[src/rtl/sonic_pcs_pg_pkg.sv]
// Shared definitions for the PCS pattern-generator burst sequencer:
// controller states, pattern-mode encodings, symbol width and the PRBS7 step.
package sonic_pcs_pg_pkg;

    localparam int         SYM_W             = 2;
    localparam logic [6:0] PRBS_SEED_DEFAULT = 7'h7F;

    localparam logic [1:0] PG_FIXED = 2'b00;
    localparam logic [1:0] PG_PRBS7 = 2'b01;
    localparam logic [1:0] PG_CNT   = 2'b10;
    localparam logic [1:0] PG_ALT   = 2'b11;

    typedef enum logic [1:0] {
        ST_IDLE  = 2'd0,
        ST_BURST = 2'd1,
        ST_GAP   = 2'd2,
        ST_DONE  = 2'd3
    } pg_state_e;

    // Two shifts of the x^7+x^6+1 LFSR: one 2-bit symbol worth of sequence.
    function automatic logic [6:0] prbs7_step2(input logic [6:0] l);
        logic [6:0] t;
        t = {l[5:0], l[6] ^ l[5]};
        return {t[5:0], t[6] ^ t[5]};
    endfunction

endpackage

[src/rtl/sonic_pcs_pg_symbol_gen.sv]
// Mode-selected symbol source. All sources step together on advance; the
// output mux picks the one for the run's registered mode.
module sonic_pcs_pg_symbol_gen
    import sonic_pcs_pg_pkg::*;
#(
    parameter logic [6:0] PRBS_SEED = PRBS_SEED_DEFAULT
) (
    input  logic             clk,
    input  logic             reset_n,
    input  logic             reload,
    input  logic             advance,
    input  logic [1:0]       mode,
    input  logic [SYM_W-1:0] pattern,
    output logic [SYM_W-1:0] symbol
);

    logic [6:0]       lfsr_q;
    logic [SYM_W-1:0] cnt_q;
    logic [SYM_W-1:0] alt_q;

    // Source state: reload (run start) wins over advance (accepted beat).
    always_ff @(posedge clk or negedge reset_n) begin
        if (!reset_n) begin
            lfsr_q <= PRBS_SEED;
            cnt_q  <= '0;
            alt_q  <= 2'b01;
        end else if (reload) begin
            lfsr_q <= PRBS_SEED;
            cnt_q  <= '0;
            alt_q  <= 2'b01;
        end else if (advance) begin
            lfsr_q <= prbs7_step2(lfsr_q);
            cnt_q  <= cnt_q + 2'd1;
            alt_q  <= ~alt_q;
        end
    end

    // Output symbol selection by mode.
    always_comb begin
        symbol = pattern;
        case (mode)
            PG_FIXED: symbol = pattern;
            PG_PRBS7: symbol = {lfsr_q[6], lfsr_q[5]};
            PG_CNT:   symbol = cnt_q;
            PG_ALT:   symbol = alt_q;
            default:  symbol = pattern;
        endcase
    end

endmodule

[src/rtl/sonic_pcs_pg_burst_ctrl.sv]
// Burst/gap sequencer for the pattern-generator stream. Config is captured on
// an accepted start so mid-run CSR writes cannot disturb the run in progress.
module sonic_pcs_pg_burst_ctrl
    import sonic_pcs_pg_pkg::*;
#(
    parameter int         LEN_W     = 16,
    parameter int         NB_W      = 16,
    parameter int         STALL_W   = 32,
    parameter logic [6:0] PRBS_SEED = PRBS_SEED_DEFAULT
) (
    input  logic               clk,
    input  logic               reset_n,
    input  logic               start,
    input  logic               abort,
    input  logic [1:0]         cfg_mode,
    input  logic [SYM_W-1:0]   cfg_pattern,
    input  logic [LEN_W-1:0]   cfg_burst_len,
    input  logic [LEN_W-1:0]   cfg_gap_len,
    input  logic [NB_W-1:0]    cfg_num_bursts,
    output logic [SYM_W-1:0]   out_data,
    output logic               out_valid,
    input  logic               out_ready,
    output logic               busy,
    output logic               done,
    output logic [NB_W-1:0]    burst_idx,
    output logic [STALL_W-1:0] stall_count
);

    pg_state_e          state_q, state_d;
    logic [1:0]         mode_q;
    logic [SYM_W-1:0]   pattern_q;
    logic [LEN_W-1:0]   len_q, gap_len_q;
    logic [NB_W-1:0]    num_q;
    logic [LEN_W-1:0]   beat_q, beat_d;
    logic [LEN_W-1:0]   gap_cnt_q, gap_cnt_d;
    logic [NB_W-1:0]    burst_idx_q, burst_idx_d;
    logic [STALL_W-1:0] stall_q, stall_d;
    logic               start_acc, accept, last_beat, final_burst;
    logic [SYM_W-1:0]   symbol;

    assign start_acc   = (state_q == ST_IDLE) && start && !abort;
    assign out_valid   = (state_q == ST_BURST);
    assign accept      = out_valid && out_ready;
    assign last_beat   = (beat_q == len_q - LEN_W'(1));
    assign final_burst = (num_q != '0) && (burst_idx_q == num_q - NB_W'(1));

    assign out_data    = out_valid ? symbol : '0;
    assign busy        = (state_q == ST_BURST) || (state_q == ST_GAP);
    assign done        = (state_q == ST_DONE);
    assign burst_idx   = burst_idx_q;
    assign stall_count = stall_q;

    // Capture the run configuration; a zero burst length is stored as one.
    always_ff @(posedge clk or negedge reset_n) begin
        if (!reset_n) begin
            mode_q    <= PG_FIXED;
            pattern_q <= '0;
            len_q     <= LEN_W'(1);
            gap_len_q <= '0;
            num_q     <= '0;
        end else if (start_acc) begin
            mode_q    <= cfg_mode;
            pattern_q <= cfg_pattern;
            len_q     <= (cfg_burst_len == '0) ? LEN_W'(1) : cfg_burst_len;
            gap_len_q <= cfg_gap_len;
            num_q     <= cfg_num_bursts;
        end
    end

    // Controller state and counters.
    always_ff @(posedge clk or negedge reset_n) begin
        if (!reset_n) begin
            state_q     <= ST_IDLE;
            beat_q      <= '0;
            gap_cnt_q   <= '0;
            burst_idx_q <= '0;
            stall_q     <= '0;
        end else begin
            state_q     <= state_d;
            beat_q      <= beat_d;
            gap_cnt_q   <= gap_cnt_d;
            burst_idx_q <= burst_idx_d;
            stall_q     <= stall_d;
        end
    end

    // Next-state logic; abort overrides every transition.
    always_comb begin
        state_d     = state_q;
        beat_d      = beat_q;
        gap_cnt_d   = gap_cnt_q;
        burst_idx_d = burst_idx_q;
        if (abort) begin
            state_d = ST_IDLE;
        end else begin
            case (state_q)
                ST_IDLE: begin
                    if (start) begin
                        state_d     = ST_BURST;
                        beat_d      = '0;
                        burst_idx_d = '0;
                    end
                end
                ST_BURST: begin
                    if (accept) begin
                        beat_d = beat_q + LEN_W'(1);
                        if (last_beat) begin
                            beat_d = '0;
                            if (final_burst) begin
                                state_d = ST_DONE;
                            end else if (gap_len_q != '0) begin
                                state_d   = ST_GAP;
                                gap_cnt_d = gap_len_q - LEN_W'(1);
                            end else begin
                                burst_idx_d = burst_idx_q + NB_W'(1);
                            end
                        end
                    end
                end
                ST_GAP: begin
                    if (gap_cnt_q == '0) begin
                        state_d     = ST_BURST;
                        burst_idx_d = burst_idx_q + NB_W'(1);
                    end else begin
                        gap_cnt_d = gap_cnt_q - LEN_W'(1);
                    end
                end
                ST_DONE: state_d = ST_IDLE;
                default: state_d = ST_IDLE;
            endcase
        end
    end

    // Saturating backpressure counter, cleared by an accepted start.
    always_comb begin
        stall_d = stall_q;
        if (start_acc) begin
            stall_d = '0;
        end else if (out_valid && !out_ready && (stall_q != {STALL_W{1'b1}})) begin
            stall_d = stall_q + STALL_W'(1);
        end
    end

    sonic_pcs_pg_symbol_gen #(
        .PRBS_SEED (PRBS_SEED)
    ) u_symbol_gen (
        .clk     (clk),
        .reset_n (reset_n),
        .reload  (start_acc),
        .advance (accept),
        .mode    (mode_q),
        .pattern (pattern_q),
        .symbol  (symbol)
    );

endmodule

[config.mk]
export PLATFORM = sky130hd
export DESIGN_NAME = sonic_pcs_pg_burst_ctrl
export DESIGN_NICKNAME = d
export VERILOG_FILES = /design/src/rtl/sonic_pcs_pg_pkg.sv /design/src/rtl/sonic_pcs_pg_symbol_gen.sv /design/src/rtl/sonic_pcs_pg_burst_ctrl.sv
export SDC_FILE = /design/constraint.sdc
export NUM_CORES = 1
export LEC_CHECK = 0
export BUFFER_PORTS_ARGS = -buffer_cell sky130_fd_sc_hd__clkbuf_2
export CELL_PAD_IN_SITES_DETAIL_PLACEMENT = 1
export CELL_PAD_IN_SITES_GLOBAL_PLACEMENT = 1
export CORE_MARGIN = 1
export CORE_UTILIZATION = 38
export DETAILED_ROUTE_END_ITERATION = 8
export GPL_ROUTABILITY_DRIVEN = 0
export PLACE_DENSITY = 0.68
export REMOVE_ABC_BUFFERS = 1
export SETUP_SLACK_MARGIN = 0.2
export SYNTH_ARGS = -nofsm -noshare
export SYNTH_HDL_FRONTEND = slang
export SYNTH_SLANG_ARGS = --single-unit
[constraint.sdc]
create_clock -name clk -period 5.5 [get_ports clk]
set_input_delay 0.55 -clock clk [delete_from_list [all_inputs] [get_ports clk]]
set_output_delay 0.55 -clock clk [all_outputs]
set_load 0.02 [all_outputs]
# --- Word-level counts from Yosys, hierarchy flattened ---
# Index checks and enable logic that the tools add are counted.
# Widths: inputs -> output; s select.
op_classes:
  addsub: 8
  n_reduce_logical: 24
  n_bitwise: 4
  muxes: 35
  eq_ne: 22
ops:
  columns: ["cell", "n"]
  rows:
  - ["$mux 16", 14]
  - ["$mux 32", 2]
  - ["$pmux 16 s2", 2]
  - ["$sub 16x1->16 const B", 4]
  - ["$pmux 16 s3", 1]
  - ["$add 16x1->16 const B", 2]
  - ["$add 32x1->32 const B", 1]
  - ["$eq 16x16->1", 2]
  - ["$logic_not 16->1", 2]
  - ["$ne 32x32->1 const B", 1]
  - ["$reduce_bool 16->1", 2]
  - ["$mux 2", 12]
  - ["$pmux 2 s4", 2]
  - ["$mux 7", 2]
  - ["$ne 3x2->1 const B", 3]
  - ["$eq 2x2->1 const B", 4]
  - ["$ne 2x1->1 const B", 4]
  - ["$ne 2x2->1 const B", 4]
  - ["$reduce_and 8->1", 1]
  - ["$reduce_bool 2->1", 4]
  - ["$reduce_and 7->1", 1]
  - ["$logic_and 1x1->1", 6]
  - ["$reduce_and 5->1", 1]
  - ["$eq 2x1->1 const B", 2]
  - ["other kinds (11)", 14]
totals:
  ff_bits: 145
  elab_cells: 106
  output_inout_bits: 53
  inputBits: 57

# --- Longest topological paths before layout ---
logic_depth:
  word_depth: 8
  ltp_mapped: 14
  mapped_depth_nobuf: 12

# --- Modules after synthesis ---
# Synthesis repeated with hierarchy kept, for this count alone.
unflattened:
  cells_unflattened: 997
  hier_area_um2: 8594.5
by_module_without_submodules:
  columns: ["module", "n_inst", "seq_area_each_um2", "area_per_inst_um2", "cells_each"]
  rows:
  - ["sonic_pcs_pg_burst_ctrl", 1, 3354.5, 8047.7, 955]
  - ["sonic_pcs_pg_symbol_gen", 1, 285.3, 546.8, 42]

# --- Worst setup path before layout ---
# No wires, ideal clock.
synth_timing:
  kind: "reg-to-reg"
  start: "reg state_q[0]"
  end: "reg gap_cnt_q[10]"
  setup_time_ps: 123
  path_stages_with_launch: 15
  synth_period_minus_slack_ps: 3858
  n_path_buf: 3
  t_required_ps: 5377
  arrival_time_ps: 3736
  slack_ps: 1642
  cell_sequence: "dfrtp_1 -> inv_1 -> ha_1 -> clkbuf_1 -> buf_1 -> clkbuf_1 -> mux2i_1 -> ha_1 -> o21ai_0 -> nor2_1 -> nand2_1 -> a2111oi_0 -> and2_1 -> a21oi_1 -> o221a_2"
synth_between:
  elab_chain_cells: 4
  word_cells_on_any_way: 11
  classes_between: "eq/ne (7); mux (1); reduce/logical (3)"
synth_lines:
  columns: ["element", "line_no", "rtl"]
  rows:
  - ["from (decl)", "sonic_pcs_pg_burst_ctrl.sv:29", "pg_state_e state_q, state_d;"]
  - ["from (signal assigned)", "sonic_pcs_pg_burst_ctrl.sv:79", "state_q <= state_d;"]
  - ["$eq 2x1->1", "sonic_pcs_pg_burst_ctrl.sv:42, sonic_pcs_pg_burst_ctrl.sv:96", null]
  - ["$logic_and 1x1->1", "sonic_pcs_pg_burst_ctrl.sv:43", "assign accept = out_valid && out_ready;"]
  - ["$ne 2x1->1 (no line)", null, null]
  - ["$reduce_and 7->1 (no line)", null, null]
  - ["to (signal assigned)", "sonic_pcs_pg_burst_ctrl.sv:81", "gap_cnt_q <= gap_cnt_d;"]
  - ["to (decl)", "sonic_pcs_pg_burst_ctrl.sv:35", "logic [LEN_W-1:0] gap_cnt_q, gap_cnt_d;"]
# Parallel ways exist; a longest one is shown, timed or not.
# A chain may end at the register's enable or synchronous reset.

# --- Worst setup path in the final report ---
layout_timing:
  start: "reg len_q[0]"
  end: "reg burst_idx_q[11] (netlist: burst_idx[11])"
layout_between:
  elab_chain_cells: 4
layout_lines:
  columns: ["element", "line_no", "rtl"]
  rows:
  - ["from (decl)", "sonic_pcs_pg_burst_ctrl.sv:32", "logic [LEN_W-1:0] len_q, gap_len_q;"]
  - ["from (signal assigned)", "sonic_pcs_pg_burst_ctrl.sv:64", "len_q <= (cfg_burst_len == '0) ? LEN_W'(1) : cfg_burst_len;"]
  - ["$sub 16x1->16", "sonic_pcs_pg_burst_ctrl.sv:44", "assign last_beat = (beat_q == len_q - LEN_W'(1));"]
  - ["$eq 16x16->1", "sonic_pcs_pg_burst_ctrl.sv:44", null]
  - ["$ne 2x1->1 (no line)", null, null]
  - ["$reduce_and 8->1 (no line)", null, null]
  - ["to (signal assigned)", "sonic_pcs_pg_burst_ctrl.sv:82", "burst_idx_q <= burst_idx_d;"]
  - ["to (decl)", "sonic_pcs_pg_burst_ctrl.sv:36", "logic [NB_W-1:0] burst_idx_q, burst_idx_d;"]
# No other way between the ends.

==> flow_metrics.py <==
metrics = {
    "pwr": {
        "seqPwrFrac_pct": 36.0,
        "p_int_mw": 2.98,
        "power_density_nw_per_um2": 526,
        "ir_drop_v": 0.000221,
        "p_switching_mw": 2.20,
        "p_leak_nw": 4.44,
        "switching_share_pct": 42.5,
        "p_total_mw": 5.19,
        "power_frac_clock_pct": 23.5,
        "combPwrFrac_pct": 40.5,
    },
    "finish": {
        "finalNetCount": 1143,
        "drive_gt1_share_pct": 17.1,
        "nFillCells": 2661,
        "synthToLayoutAreaGrowth_pct": 16.3,
        "stdcell_count": 1368,
        "num_antenna_cells": 0,
        "register_area_um2": 3640,
        "final_util_pct": 45.1,
        "design_area_um2": 9870,
        "multi_input_area_um2": 4580,
    },
    "clock_tree": {
        "cts_root_buf": "clkbuf_16",
        "cts_buffers": 17,
        "clk_latency_ns": 0.43,
        "hold_buffers": 0,
        "clock-sinks": 145,
        "cts.clk_slew.worst_paths_ns": 0.06,
        "postCtsSetupBuffers": 0,
        "ctsResizeCount": 0,
        "cts-htree-levels": 4,
        "cts_buffer_depth": 2,
        "cts_tree": "built",
    },
    "sta": {
        "clock_skew_ns": 0.0103,
        "period_share_pct": 74.4,
        "slew_viol_final": 0,
        "rsz0062_at_grt": "no",
        "tns_ns": 0,
        "relSlewSlack_pct": 30.3,
        "hold_viol_final": 0,
        "finalSetupViolations": 0,
        "tightest_slew_ns": 1.04,
        "fin_crit_ns": 4.09,
        "hold_slack_ns": 0.224,
        "fin_ws_ns": 1.41,
        "max_clock_freq_ghz": 0.244,
    },
    "critical_path": {
        "crit_required_ns": 5.81,
        "critPathCaptureType": "flop",
        "crit_top_cell": "or4_1",
        "crit_path_top_delay_cell": "nor3b_1",
        "max_stage_delay_ns": 0.71,
        "worstPathMaxFanout": 16,
        "crit_chain": "inv_1, ha_1, nor3b_1, a21oi_1, or4_1, nor4_1, a41oi_2, or2_1, or4_1, a32o_1",
        "crit_path_start_kind": "flop",
        "path_class": "reg -> reg",
        "worstSetupStartpoint": "len_q[0]",
        "regToRegSetupSlack_ns": 1.41,
        "r2r-start": "len_q[0]",
        "worst_ep_arrival_time_ns": 4.40,
    },
    "global_routing": {
        "grt_pass1_vias": 7543,
        "grt_pass1_wl_mm": 39.0,
        "grt_overflow_total": 0,
        "grt_util_all_layers_pct": 21.6,
        "antenna_found_initial": 0,
        "grt_max_degree": 93,
    },
    "synthesis": {
        "syn_inst": 986,
        "async_reset_ff_share_pct": 100,
        "avgSynthCellArea_um2": 8.61,
        "yosysTopAreaCell": "dfrtp_1",
        "synth_area_leaders": "dfrtp_1 (40%), nand2_1 (9.1%), xnor2_1 (5.6%)",
        "ys_types": 67,
        "ys_seq_area_share_pct": 42.9,
        "synth_enable_flop_cells": 0,
        "synth.top_cell.area_share_pct": 40.1,
        "synthFlopType": "dfrtp_1",
        "syn-cell-area_um2": 8490,
        "ys_ff_latch": 145,
        "yosys_warnings": 0,
    },
    "hold_path": {
        "hp-class": "in -> async",
    },
    "die": {
        "rows": 54,
        "design.die.area_um2": 22900,
        "die_y_um": 151,
        "core_area_um2": 21900,
        "io_pins": 110,
        "die_w_um": 151,
        "start_util_pct": 38.8,
    },
    "detailed_routing": {
        "firstDrtPassIters": 4,
        "viasPerCell": 5.40,
        "drc": 0,
        "ant_nets": 0,
        "drt-initial-drc-count": 285,
        "wl_per_cell_um": 17.0,
        "wl_mm": 23.3,
        "num_vias": 7388,
    },
    "place": {
        "port_buffers": 109,
        "hpwl_mm": 16.5,
        "place_area_um2": 9260,
        "pre_cts_slack_ns": 1.41,
        "placed_cells": 1336,
    },
    "run_status": {
        "run_status": "complete, no violations",
    },
    "flow_run": {
        "drv_cap": 0,
    },
}
[kinds of logic (layout without fill, tap and decap cells)]
family / Yosys count / in the layout / share of synthesized area (%)
xor+xnor: 101 / 101 / 10.4
buf+inv: 67 / 169 / 3.20
mux: 13 / 13 / 1.90
compound gates: 135 / 135 / 11.2
flops: 145 / 145 / 42.9
simple gates: 514 / 514 / 28.8
fa+ha+maj: 11 / 11 / 1.62
[cell type report]
class	count	share of cell area [%]
multi-input combinational	774	46.4
sequential	145	36.9
timing repair buffer	117	6.20
clock buffer	18	4.35
tap	280	3.55
clock inverter	14	1.83
inverter	20	0.761
[cell usage after synthesis, drive strengths merged, types with 11 or more instances]
master  instances
clkbuf         38
a21oi          29
and2           13
nand4          21
nor3           38
nand2         205
inv            20
ha             11
dfrtp         136
nand3          40
xor2           47
nor2           93
o21ai          28
and3           11
nor4           30
xnor2          54
[critical path: cells and delay by family, from the launching register on]
family / cells / cell delay (ns)
AOI/OAI and AO/OA: 3 / 0.66
adders and majority gates: 1 / 0.17
buffers and inverters: 1 / 0.09
DFF: 1 / 0.39
and+or+nand+nor: 5 / 2.65
[cells in the final DEF (no fill, tap or decap), types with 7 or more instances in the layout]
| master | count |
|---|---|
| nand2_1 | 205 |
| dfrtp_1 | 136 |
| clkbuf_2 | 108 |
| nor2_1 | 92 |
| xnor2_1 | 54 |
| xor2_1 | 47 |
| nand3_1 | 40 |
| nor3_1 | 36 |
| nor4_1 | 30 |
| a21oi_1 | 29 |
| o21ai_0 | 28 |
| nand4_1 | 21 |
| inv_1 | 20 |
| clkbuf_16 | 17 |
| and2_1 | 12 |
| and3_1 | 11 |
| ha_1 | 11 |
| or4_1 | 10 |
| or3_1 | 10 |
| a2bb2oi_1 | 10 |
| or2_2 | 9 |
| a211oi_1 | 9 |
| a21boi_0 | 9 |
| dfstp_2 | 9 |
| buf_4 | 8 |
| nor3b_1 | 7 |
| nand2b_1 | 7 |
[per-layer routing]
| layer | up-vias | part of all wire (%) | global-route usage (%) |
|---|---|---|---|
| met5 | - | 0 | 0 |
| met4 | 0 | 0.93 | 4.80 |
| met3 | 22 | 2.7 | 3.73 |
| met2 | 112 | 48 | 36.1 |
| met1 | 3656 | 48 | 29.0 |
| li1 | 3598 | - | - |
[power by group through the flow]
stage                     Sequential, mW  Combinational [mW]  Clock [mW]
after CTS                           1.87                2.12        1.25
after global routing                1.93                2.38        1.29
after floorplan                     1.76                1.56           0
after detailed placement            1.88                2.11           0
after global placement              1.87                2.07           0
final                               1.87                2.10        1.22
[registers in the layout (all words and copies together) (netlist names)]
| signal | cells |
|---|---|
| state_q | 2 |
| len_q | 16 |
| burst_idx | 16 |
| num_q | 16 |
| stall_count | 32 |
| u_symbol_gen.cnt_q | 2 |
| beat_q | 16 |
| pattern_q | 2 |
| gap_cnt_q | 16 |
| u_symbol_gen.alt_q | 2 |
| gap_len_q | 16 |
| u_symbol_gen.lfsr_q | 7 |
| mode_q | 2 |
[path summary, 6_finish.rpt]
path,end,cells after the start
worst min-delay path,gap_len_q[13],1
max in group asynchronous,beat_q[2],2
worst max register to register,burst_idx[11],10
min in group clk,gap_len_q[13],3
worst max-delay path,burst_idx[11],10
worst min register to register,pattern_q[1],2
No activity file was read; power rests on OpenSTA's default activity.
